`src/rtl/controllo_multiciclo_pkg.sv`:
```
// Shared definitions for the multicycle controller: FSM states, instruction
// class codes, ALU operation codes, condition codes and the condition check.
package pkg_controllo;

  typedef enum logic [3:0] {
    S_FETCH    = 4'd0,
    S_DECODE   = 4'd1,
    S_MEMADR   = 4'd2,
    S_MEMRD    = 4'd3,
    S_MEMWB    = 4'd4,
    S_MEMWR    = 4'd5,
    S_EXECUTER = 4'd6,
    S_EXECUTEI = 4'd7,
    S_ALUWB    = 4'd8,
    S_BRANCH   = 4'd9
  } state_t;

  // Instruction class (Op field)
  localparam logic [1:0] OP_DP  = 2'b00;
  localparam logic [1:0] OP_MEM = 2'b01;
  localparam logic [1:0] OP_BR  = 2'b10;
  localparam logic [1:0] OP_UND = 2'b11;

  // ALUControl encodings
  localparam logic [1:0] ALU_ADD = 2'b00;
  localparam logic [1:0] ALU_SUB = 2'b01;
  localparam logic [1:0] ALU_AND = 2'b10;
  localparam logic [1:0] ALU_ORR = 2'b11;

  // Data-processing command field Funct[4:1]
  localparam logic [3:0] CMD_ADD = 4'b0100;
  localparam logic [3:0] CMD_SUB = 4'b0010;
  localparam logic [3:0] CMD_AND = 4'b0000;
  localparam logic [3:0] CMD_ORR = 4'b1100;

  // Condition field encodings
  localparam logic [3:0] COND_EQ = 4'b0000;
  localparam logic [3:0] COND_NE = 4'b0001;
  localparam logic [3:0] COND_CS = 4'b0010;
  localparam logic [3:0] COND_CC = 4'b0011;
  localparam logic [3:0] COND_MI = 4'b0100;
  localparam logic [3:0] COND_PL = 4'b0101;
  localparam logic [3:0] COND_VS = 4'b0110;
  localparam logic [3:0] COND_VC = 4'b0111;
  localparam logic [3:0] COND_HI = 4'b1000;
  localparam logic [3:0] COND_LS = 4'b1001;
  localparam logic [3:0] COND_GE = 4'b1010;
  localparam logic [3:0] COND_LT = 4'b1011;
  localparam logic [3:0] COND_GT = 4'b1100;
  localparam logic [3:0] COND_LE = 4'b1101;

  // Evaluate an ARM condition code against flags packed as {N,Z,C,V}
  function automatic logic cond_check(input logic [3:0] cond, input logic [3:0] flags);
    logic n, z, c, v;
    {n, z, c, v} = flags;
    case (cond)
      COND_EQ: cond_check = z;
      COND_NE: cond_check = ~z;
      COND_CS: cond_check = c;
      COND_CC: cond_check = ~c;
      COND_MI: cond_check = n;
      COND_PL: cond_check = ~n;
      COND_VS: cond_check = v;
      COND_VC: cond_check = ~v;
      COND_HI: cond_check = c & ~z;
      COND_LS: cond_check = ~c | z;
      COND_GE: cond_check = (n == v);
      COND_LT: cond_check = (n != v);
      COND_GT: cond_check = ~z & (n == v);
      COND_LE: cond_check = z | (n != v);
      default: cond_check = 1'b1;
    endcase
  endfunction

endpackage

```
`src/rtl/controllo_multiciclo_condizioni.sv`:
```
// Stored {N,Z,C,V} flags and condition evaluation. The condition is judged on
// the registered flags, so a flag write only becomes visible the next cycle.
module logica_condizioni
  import pkg_controllo::*;
(
  input  logic       clk,
  input  logic       rst_n,
  input  logic [3:0] cond,
  input  logic [3:0] alu_flags,
  input  logic [1:0] flag_w,
  output logic       cond_ex
);

  logic [3:0] flags;

  assign cond_ex = cond_check(cond, flags);

  // N,Z and C,V are written independently, only when the instruction executes
  always_ff @(posedge clk or negedge rst_n) begin
    if (!rst_n) begin
      flags <= 4'b0000;
    end else begin
      if (flag_w[1] && cond_ex) flags[3:2] <= alu_flags[3:2];
      if (flag_w[0] && cond_ex) flags[1:0] <= alu_flags[1:0];
    end
  end

endmodule

```
`src/rtl/controllo_multiciclo.sv`:
```
// Multicycle controller: main FSM, ALU decoder and datapath control, with the
// architectural writes gated by the condition unit.
module controllo_multiciclo
  import pkg_controllo::*;
(
  input  logic       clk,
  input  logic       rst_n,
  input  logic [3:0] Cond,
  input  logic [1:0] Op,
  input  logic [5:0] Funct,
  input  logic [3:0] Rd,
  input  logic [3:0] ALUFlags,
  output logic       PCWrite,
  output logic       MemWrite,
  output logic       RegWrite,
  output logic       IRWrite,
  output logic       AdrSrc,
  output logic       ALUSrcA,
  output logic [1:0] ResultSrc,
  output logic [1:0] ALUSrcB,
  output logic [1:0] ImmSrc,
  output logic [1:0] RegSrc,
  output logic [1:0] ALUControl
);

  state_t     state, state_next;
  logic       next_pc, ir_write, adr_src, alu_src_a;
  logic       reg_w, mem_w, alu_op, branch;
  logic [1:0] result_src, alu_src_b;
  logic [1:0] flag_w;
  logic       cond_ex;
  logic       pcs;

  // State register; reset lands in FETCH without waiting for a clock
  always_ff @(posedge clk or negedge rst_n) begin
    if (!rst_n) state <= S_FETCH;
    else        state <= state_next;
  end

  // Next-state logic; the sequence never depends on the condition outcome
  always_comb begin
    state_next = S_FETCH;
    case (state)
      S_FETCH:  state_next = S_DECODE;
      S_DECODE: begin
        case (Op)
          OP_MEM:  state_next = S_MEMADR;
          OP_DP:   state_next = Funct[5] ? S_EXECUTEI : S_EXECUTER;
          OP_BR:   state_next = S_BRANCH;
          default: state_next = S_FETCH;
        endcase
      end
      S_MEMADR:   state_next = Funct[0] ? S_MEMRD : S_MEMWR;
      S_MEMRD:    state_next = S_MEMWB;
      S_EXECUTER: state_next = S_ALUWB;
      S_EXECUTEI: state_next = S_ALUWB;
      default:    state_next = S_FETCH;
    endcase
  end

  // Per-state control outputs before condition gating
  always_comb begin
    next_pc    = 1'b0;
    ir_write   = 1'b0;
    adr_src    = 1'b0;
    alu_src_a  = 1'b0;
    alu_src_b  = 2'b00;
    result_src = 2'b00;
    reg_w      = 1'b0;
    mem_w      = 1'b0;
    alu_op     = 1'b0;
    branch     = 1'b0;
    case (state)
      S_FETCH: begin
        ir_write   = 1'b1;
        alu_src_a  = 1'b1;
        alu_src_b  = 2'b10;
        result_src = 2'b10;
        next_pc    = 1'b1;
      end
      S_DECODE: begin
        alu_src_a  = 1'b1;
        alu_src_b  = 2'b10;
        result_src = 2'b10;
      end
      S_MEMADR:   alu_src_b = 2'b01;
      S_MEMRD:    adr_src   = 1'b1;
      S_MEMWR: begin
        adr_src = 1'b1;
        mem_w   = 1'b1;
      end
      S_MEMWB: begin
        result_src = 2'b01;
        reg_w      = 1'b1;
      end
      S_EXECUTER: alu_op = 1'b1;
      S_EXECUTEI: begin
        alu_src_b = 2'b01;
        alu_op    = 1'b1;
      end
      S_ALUWB:    reg_w = 1'b1;
      S_BRANCH: begin
        alu_src_b  = 2'b01;
        result_src = 2'b10;
        branch     = 1'b1;
      end
      default: ;
    endcase
  end

  // ALU decoder; unrecognised commands fall back to ADD and leave flags alone
  always_comb begin
    ALUControl = ALU_ADD;
    flag_w     = 2'b00;
    if (alu_op) begin
      case (Funct[4:1])
        CMD_ADD: begin ALUControl = ALU_ADD; flag_w = {Funct[0], Funct[0]}; end
        CMD_SUB: begin ALUControl = ALU_SUB; flag_w = {Funct[0], Funct[0]}; end
        CMD_AND: begin ALUControl = ALU_AND; flag_w = {Funct[0], 1'b0};     end
        CMD_ORR: begin ALUControl = ALU_ORR; flag_w = {Funct[0], 1'b0};     end
        default: begin ALUControl = ALU_ADD; flag_w = 2'b00;                end
      endcase
    end
  end

  logica_condizioni u_cond (
    .clk       (clk),
    .rst_n     (rst_n),
    .cond      (Cond),
    .alu_flags (ALUFlags),
    .flag_w    (flag_w),
    .cond_ex   (cond_ex)
  );

  // A register write to r15 is a PC write
  assign pcs = (reg_w && (Rd == 4'hF)) || branch;

  // Enables are forced low while reset is held
  assign PCWrite   = rst_n & (next_pc | (pcs & cond_ex));
  assign RegWrite  = rst_n & reg_w & cond_ex;
  assign MemWrite  = rst_n & mem_w & cond_ex;
  assign IRWrite   = rst_n & ir_write;
  assign AdrSrc    = adr_src;
  assign ALUSrcA   = alu_src_a;
  assign ALUSrcB   = alu_src_b;
  assign ResultSrc = result_src;
  assign ImmSrc    = Op;
  assign RegSrc    = {(Op == OP_MEM), (Op == OP_BR)};

endmodule

```
`config.mk`:
```
export PLATFORM = sky130hd
export DESIGN_NAME = controllo_multiciclo
export DESIGN_NICKNAME = d
export VERILOG_FILES = /design/src/rtl/controllo_multiciclo_pkg.sv /design/src/rtl/controllo_multiciclo_condizioni.sv /design/src/rtl/controllo_multiciclo.sv
export SDC_FILE = /design/constraint.sdc
export NUM_CORES = 1
export LEC_CHECK = 0
export ABC_AREA = 1
export CORE_UTILIZATION = 32
export DETAILED_ROUTE_END_ITERATION = 16
export PLACE_DENSITY = 0.73
export SYNTH_ARGS = -nofsm -noshare
export SYNTH_HDL_FRONTEND = slang
export SYNTH_SLANG_ARGS = --single-unit
```
`constraint.sdc`:
```
create_clock -name clk -period 1.5 [get_ports clk]
set_input_delay 0.225 -clock clk [delete_from_list [all_inputs] [get_ports clk]]
set_output_delay 0.225 -clock clk [all_outputs]
set_load 0.02 [all_outputs]
```
==> flow_summary.ini, run 1 <==
[cts]
cts.sink_count = 8
cts_buffer_depth = 2
postCtsHoldBufs = 0
clock_latency_ns = 0.26
number_of_clock_buffers_inserted_by_tritoncts = 3
cts-root-buf = clkbuf_4
cts_max_level = 1
tritoncts = yes
cts.clk_slew.worst_paths_ns = 0.06

[synth]
synth_fp_nets = 156
number_of_enable_type_register_cells_in_the_synthesized_netlist = 0
postSynthAreaPerCell_um2 = 5.72
synth_top_cells_by_count = nand2_1 (38), nor2_1 (23), inv_1 (18)
dominantRegCellSynth = dfrtp_1
post_synth_inst_count = 134
yosys_warnings = 0
synth_largest_type_area_fraction = 0.261
synthesis.area_um2 = 767
async_set_reset_flop_share_out_of_synthesis = 1.00
synthMostInstantiatedCell = nand2_1
yosysTopAreaCell = dfrtp_1
cell_types_with_the_largest_area_share_after_synthesis = dfrtp_1 (26%), nand2_1 (19%), nor2_1 (11%), nand3_1 (9.8%), inv_1 (8.8%)
synth.ff_latch_count = 8
synth.lib_cells_used.distinct = 22
seq_area_frac_synth = 0.261

[finish]
layoutNonFillerInstCount = 234
final_net_count = 230
antennaDiodeCount = 0
seq_area_um2 = 205
syn_to_final_growth_pct = 115
layout.filler_cells = 178
multiInputGateArea_um2 = 653
post_route_cells_drive_above_1_share = 0.519
finalInstanceArea_um2 = 1650
finalCoreUtilization = 0.737

[place]
detailedPlacementHpwl_um = 2000
placement.io_buffers = 37
placed_cells_incl_taps = 223
final_weighted_congestion_in_routability_driven_placement = 0.916
place_area_um2 = 1360

[floorplan]
die-height_um = 51.0
initial_core_util = 0.343
die_width_um = 51.0
rows = 17
dieArea_um2 = 2600
core_area_um2 = 2230
boundaryPins = 38

[timing]
hold-worst-slack_ns = 0.432
setup_viol = 9
timing.final.crit_share = 1.18
achievable-frequency_ghz = 0.567
worst_clock_skew_ns = 0.00714
timing_worst_slew_pin_value_ns = 0.285
hold_viol = 0
timing.slew.headroom = 0.810
layout_setup_ws_ns = -0.264
grt_setup_unrepaired = true
timing.final.crit_period_ns = 1.76
timing.final.max_slew_violations = 0

[critical_path]
critical_path_peak_fanout = 5
r2r_slack_ns = 0
worst_setup_path_end_kind = primary output
reg2reg_depth = 10
cp_data_required_time_ns = 1.27
cp.arrival_ns = 1.54
worst_r2r_startpoint = state[3]
worst-setup-path-type = reg -> out
setup_crit_start_kind = flip-flop
worst_reg2reg_path_endpoint = u_cond.flags[3]

[routing]
detail_route.iter0.violations = 19
vias = 1118
post-route-drc-count = 0
dr.pass1.iters = 4
wire_length_reported_by_the_detailed_router_um = 2920
per_cell_routed_wire_length_um = 12.5
remaining_number_of_nets_flagged_by_the_antenna_check_after_routing = 0
route.detailed.vias_per_inst = 4.78

[global_route]
grt_first_pass_wirelength_um = 4440
initial_antenna_violation_count = 0
grt_pass1_vias = 1084
grt_use_total = 0.227
grt_max_degree = 9
grt-ovfl-total = 0

[outcome]
violated_checks = negative setup slack
status = complete, but fails checks

[power]
vdd.ir_drop.worst_uv = 1270
p_total_mw = 2.19
leakagePower_nw = 0.808
pwr_density_cell_nw_per_um2 = 1330

[hold_path]
timing.hold.worst.class = in -> async

[job]
drv_cap = 0
==> report_power, final <==
group          leakage [nW]  total (mW)  switching, mW  internal [mW]
Sequential            0.101       0.381          0.103          0.278
Clock                0.0138       0.173         0.0805         0.0921
Combinational         0.693        1.64          0.798          0.841
==> through the flow <==
| step | worst slack (ns) | TNS (ns) |
|---|---|---|
| 5_1_grt | -0.339 | -1.95 |
| 4_1_cts | -0.243 | -0.957 |
| 3_3_place_gp | -0.833 | -6.34 |
| 2_1_floorplan | 0.0259 | 0 |
| 6_report | -0.264 | -1.33 |
| 3_5_place_dp | -0.860 | -6.86 |
==> sequential cells by signal (all words and copies together), names as in the netlist <==
register / flops
state: 4
u_cond.flags: 4
==> worst max-delay path, stage by stage, from the launching register on <==
cell and delay [ns]:
dfrtp_2 0.45, nand2_2 0.11, nand3_2 0.11, nand2_1 0.08
nand2_1 0.06, nor2_2 0.14, nand2_4 0.07, nand3_2 0.07
nand2_2 0.06, buf_6 0.13
==> logic make-up (layout without fill, tap and decap cells) <==
| logic type | count (synthesis) | after routing | synth area share |
|---|---|---|---|
| AND/OR/NAND/NOR | 85 | 85 | 0.480 |
| AO/OA/AOI/OAI | 17 | 17 | 0.131 |
| buffers and inverters | 24 | 96 | 0.129 |
| flip-flops | 8 | 8 | 0.261 |
==> layout by cell type, fill, tap and decap left out, types with 2 or more instances in the layout <==
cell,instances
nand3_1,9
clkdlybuf4s50_1,17
a21oi_1,4
nand2_1,26
buf_6,16
dfrtp_2,4
nand3b_1,2
dfrtp_1,4
nor2_1,11
inv_2,9
inv_1,10
buf_4,31
nor2_2,8
nand2_4,5
clkbuf_4,3
nand3_2,6
nor2_4,6
dlygate4sd2_1,7
o21ai_1,3
a21oi_2,2
nand2_2,11
==> routing by layer <==
metal,track usage,part of all wire
met1,0.236,0.39
met2,0.450,0.54
met3,0.0327,0.051
met4,0.0833,0.014
met5,0,0
==> cell type report <==
type / count / share of cell area
multi-input cells: 102 / 0.397
repair buffers: 72 / 0.394
flip-flops and latches: 8 / 0.125
inverters: 21 / 0.0494
well taps: 28 / 0.0213
clock buffers: 3 / 0.0137
==> worst max-delay path by stage <==
stage          cells after the start  slack [ns]  endpoint       startpoint
6_report                           9       -0.26   PCWrite  u_cond.flags[3]
5_1_grt                            9       -0.34  RegWrite  u_cond.flags[3]
4_1_cts                           11       -0.24  RegWrite  u_cond.flags[1]
3_5_place_dp                      10       -0.86  RegWrite          Cond[3]
3_3_place_gp                      10       -0.83  MemWrite          Cond[3]
2_1_floorplan                      8        0.03  MemWrite  u_cond.flags[3]
==> repair_timing <==
item / in CTS / in global routing
gates cloned: 0 / 0
resized for setup: 108 / 46
endpoints found under the setup margin: 20 / 17
hold endpoints to repair: 0 / 0
buffers inserted: 7 / 2
pin swaps: 16 / 12
(Power assumes the default switching activity.)
==> run 2: changes to the inputs <==
Settings changed: CORE_UTILIZATION 32 to 36, PLACE_DENSITY 0.73 to 0.83.
Clock period 1.5 ns to 1.6 ns, I/O delays scaled along.
==> run 2 against run 1 <==
  * The run still ends with negative setup slack left
  * Wire length is 12% higher
  * Clock power decreased by 5%
  * Combinational power down 15%
  * Final cell count is 2.1% lower
  * Largest cell class unchanged
  * Sequential power decreased by 12%
  * Sequential share of layout area grew 0.91 points
  * Highest routed layer unchanged
==> flow_summary.ini, run 2 (same netlist as run 1, synthesis figures left out) <==
[outcome]
status = complete, but fails checks
violated_checks = negative setup slack

[critical_path]
cp_data_required_time_ns = 1.36
worst-setup-path-type = reg -> out
critical_path_peak_fanout = 4
critical_path.slowest_cell = dfrtp_1
worst_path_largest_cell_delay_ns = 0.39
path_cells = inv_2 > nand2_4 > inv_1 > o21ai_0 > o21ai_1 > nand3_2 > nand2_2 > buf_6
setup_crit_start_kind = flip-flop
worst_setup_path_end_kind = primary output
cp.arrival_ns = 1.58

[floorplan]
core_area_um2 = 1980
rows = 16
dieArea_um2 = 2320
initial_core_util = 0.387
die_width_um = 48.2
boundaryPins = 38
die-height_um = 48.2

[global_route]
grt-ovfl-total = 0
grt_first_pass_wirelength_um = 3910
initial_antenna_violation_count = 0
grt_use_total = 0.242
grt_max_degree = 9
grt_pass1_vias = 1034

[routing]
post-route-drc-count = 0
wire_length_reported_by_the_detailed_router_um = 3280
per_cell_routed_wire_length_um = 14.3
remaining_number_of_nets_flagged_by_the_antenna_check_after_routing = 0
dr.pass1.iters = 5
vias = 1181
route.detailed.vias_per_inst = 5.16
detail_route.iter0.violations = 43

[cts]
cts_max_level = 1
tritoncts = yes
cts_buffer_depth = 2
postCtsHoldBufs = 0
number_of_clock_buffers_inserted_by_tritoncts = 3
clock_latency_ns = 0.27
cts.sink_count = 8
cts-root-buf = clkbuf_4
cts.clk_slew.worst_paths_ns = 0.06

[power]
switching_share_of_power = 0.477
p_total_mw = 1.90
power.internal_mw = 0.992
vdd.ir_drop.worst_uv = 1210
p_switching_mw = 0.904
leakagePower_nw = 0.779
power.share.clock = 0.087
combPwrFrac = 0.737
share_seq_of_total_power = 0.177
pwr_density_cell_nw_per_um2 = 1240

[job]
drv_cap = 0

[place]
placement.io_buffers = 37
dp_worst_setup_slack_ns = -0.853
final_weighted_congestion_in_routability_driven_placement = 0.918
detailedPlacementHpwl_um = 1850
place_area_um2 = 1350

[finish]
final_cell_mix = buf_4 (34), nand2_1 (29), clkdlybuf4s50_1 (17), inv_1 (12), nor2_1 (12)
finalInstanceArea_um2 = 1530
antennaDiodeCount = 0
mostFrequentLayoutCell = buf_4
multiInputGateArea_um2 = 608
layout.filler_cells = 134
post_route_cells_drive_above_1_share = 0.446
syn_to_final_growth_pct = 98.9
layout_top_registers = state x4, u_cond.flags x4
seq_area_um2 = 204
final_net_count = 226

[timing]
timing.final.crit_share = 1.14
timing.slew.headroom = 0.806
worst_clock_skew_ns = 0.00629
layout_setup_ws_ns = -0.217
hold_viol = 0
timing_worst_slew_pin_value_ns = 0.287
timing.final.max_slew_violations = 0
setup_viol = 9
achievable-frequency_ghz = 0.550
timing.final.crit_period_ns = 1.82
grt_setup_unrepaired = true
total_negative_setup_slacks_ns = -0.831

[hold_path]
timing.hold.worst.class = in -> async
==> run 2: timing repair <==
item | 4_1_cts | 5_1_grt
setup endpoints to repair | 16 | 14
gates resized for setup | 75 | 47
pin swaps | 11 | 13
cloned | 0 | 0
setup buffers | 3 | 2
==> run 2: area by class of cell <==
type / count / area share
clock buffers: 3 / 0.0148
inverters: 21 / 0.0517
multi-input cells: 102 / 0.399
flip-flops and latches: 8 / 0.134
well taps: 27 / 0.0221
repair buffers: 68 / 0.379
==> run 2: power groups by stage <==
stage | sequential [mW] | clock (mW) | combinational (mW)
2_1_floorplan | 0.287 | 0 | 0.514
3_3_place_gp | 0.307 | 0 | 1.10
3_5_place_dp | 0.306 | 0 | 1.11
4_1_cts | 0.314 | 0.155 | 1.08
5_1_grt | 0.335 | 0.170 | 1.47
6_report | 0.335 | 0.164 | 1.40
==> run 2: through the flow <==
step | hold slack (ns) | instances | util
after floorplan | -0.0556 | 134 | -
after CTS | 0.443 | 227 | 0.694
after detailed placement | 0.545 | 221 | 0.679
after global placement | 0.530 | 221 | 0.679
after global routing | 0.511 | 229 | 0.770
final | 0.492 | 229 | 0.770
==> run 2: metal layers <==
layer  track usage  wire length (µm)  vias to the layer above  share of wire
li1              -                 -                      564              -
met5             0                 0                        -              0
met4        0.0833                97                        0          0.030
met3        0.0815               228                       19          0.070
met2         0.467              1840                       66           0.56
met1         0.236              1120                      532           0.34
==> run 2: worst max-delay path: cells and delay by family, from the launching register on <==
kind                   cells  cell delay [ns]
AND/OR/NAND/NOR            3             0.27
AO/OA/AOI/OAI              2             0.39
flip-flops                 1             0.39
buffers and inverters      3             0.27
==> run 2: final timing paths <==
| check | from | end | slack, ns | cells after the start |
|---|---|---|---|---|
| worst max-delay path | state[3] | PCWrite | -0.22 | 8 |
| min in group clk | ALUFlags[3] | u_cond.flags[3] | 0.53 | 3 |
| worst min-delay path | rst_n | u_cond.flags[2] | 0.49 | 2 |
| worst max register to register | u_cond.flags[3] | u_cond.flags[1] | 0.14 | 11 |
| max in group asynchronous | rst_n | state[2] | 0.96 | 2 |
| worst min register to register | u_cond.flags[3] | u_cond.flags[3] | 0.58 | 2 |
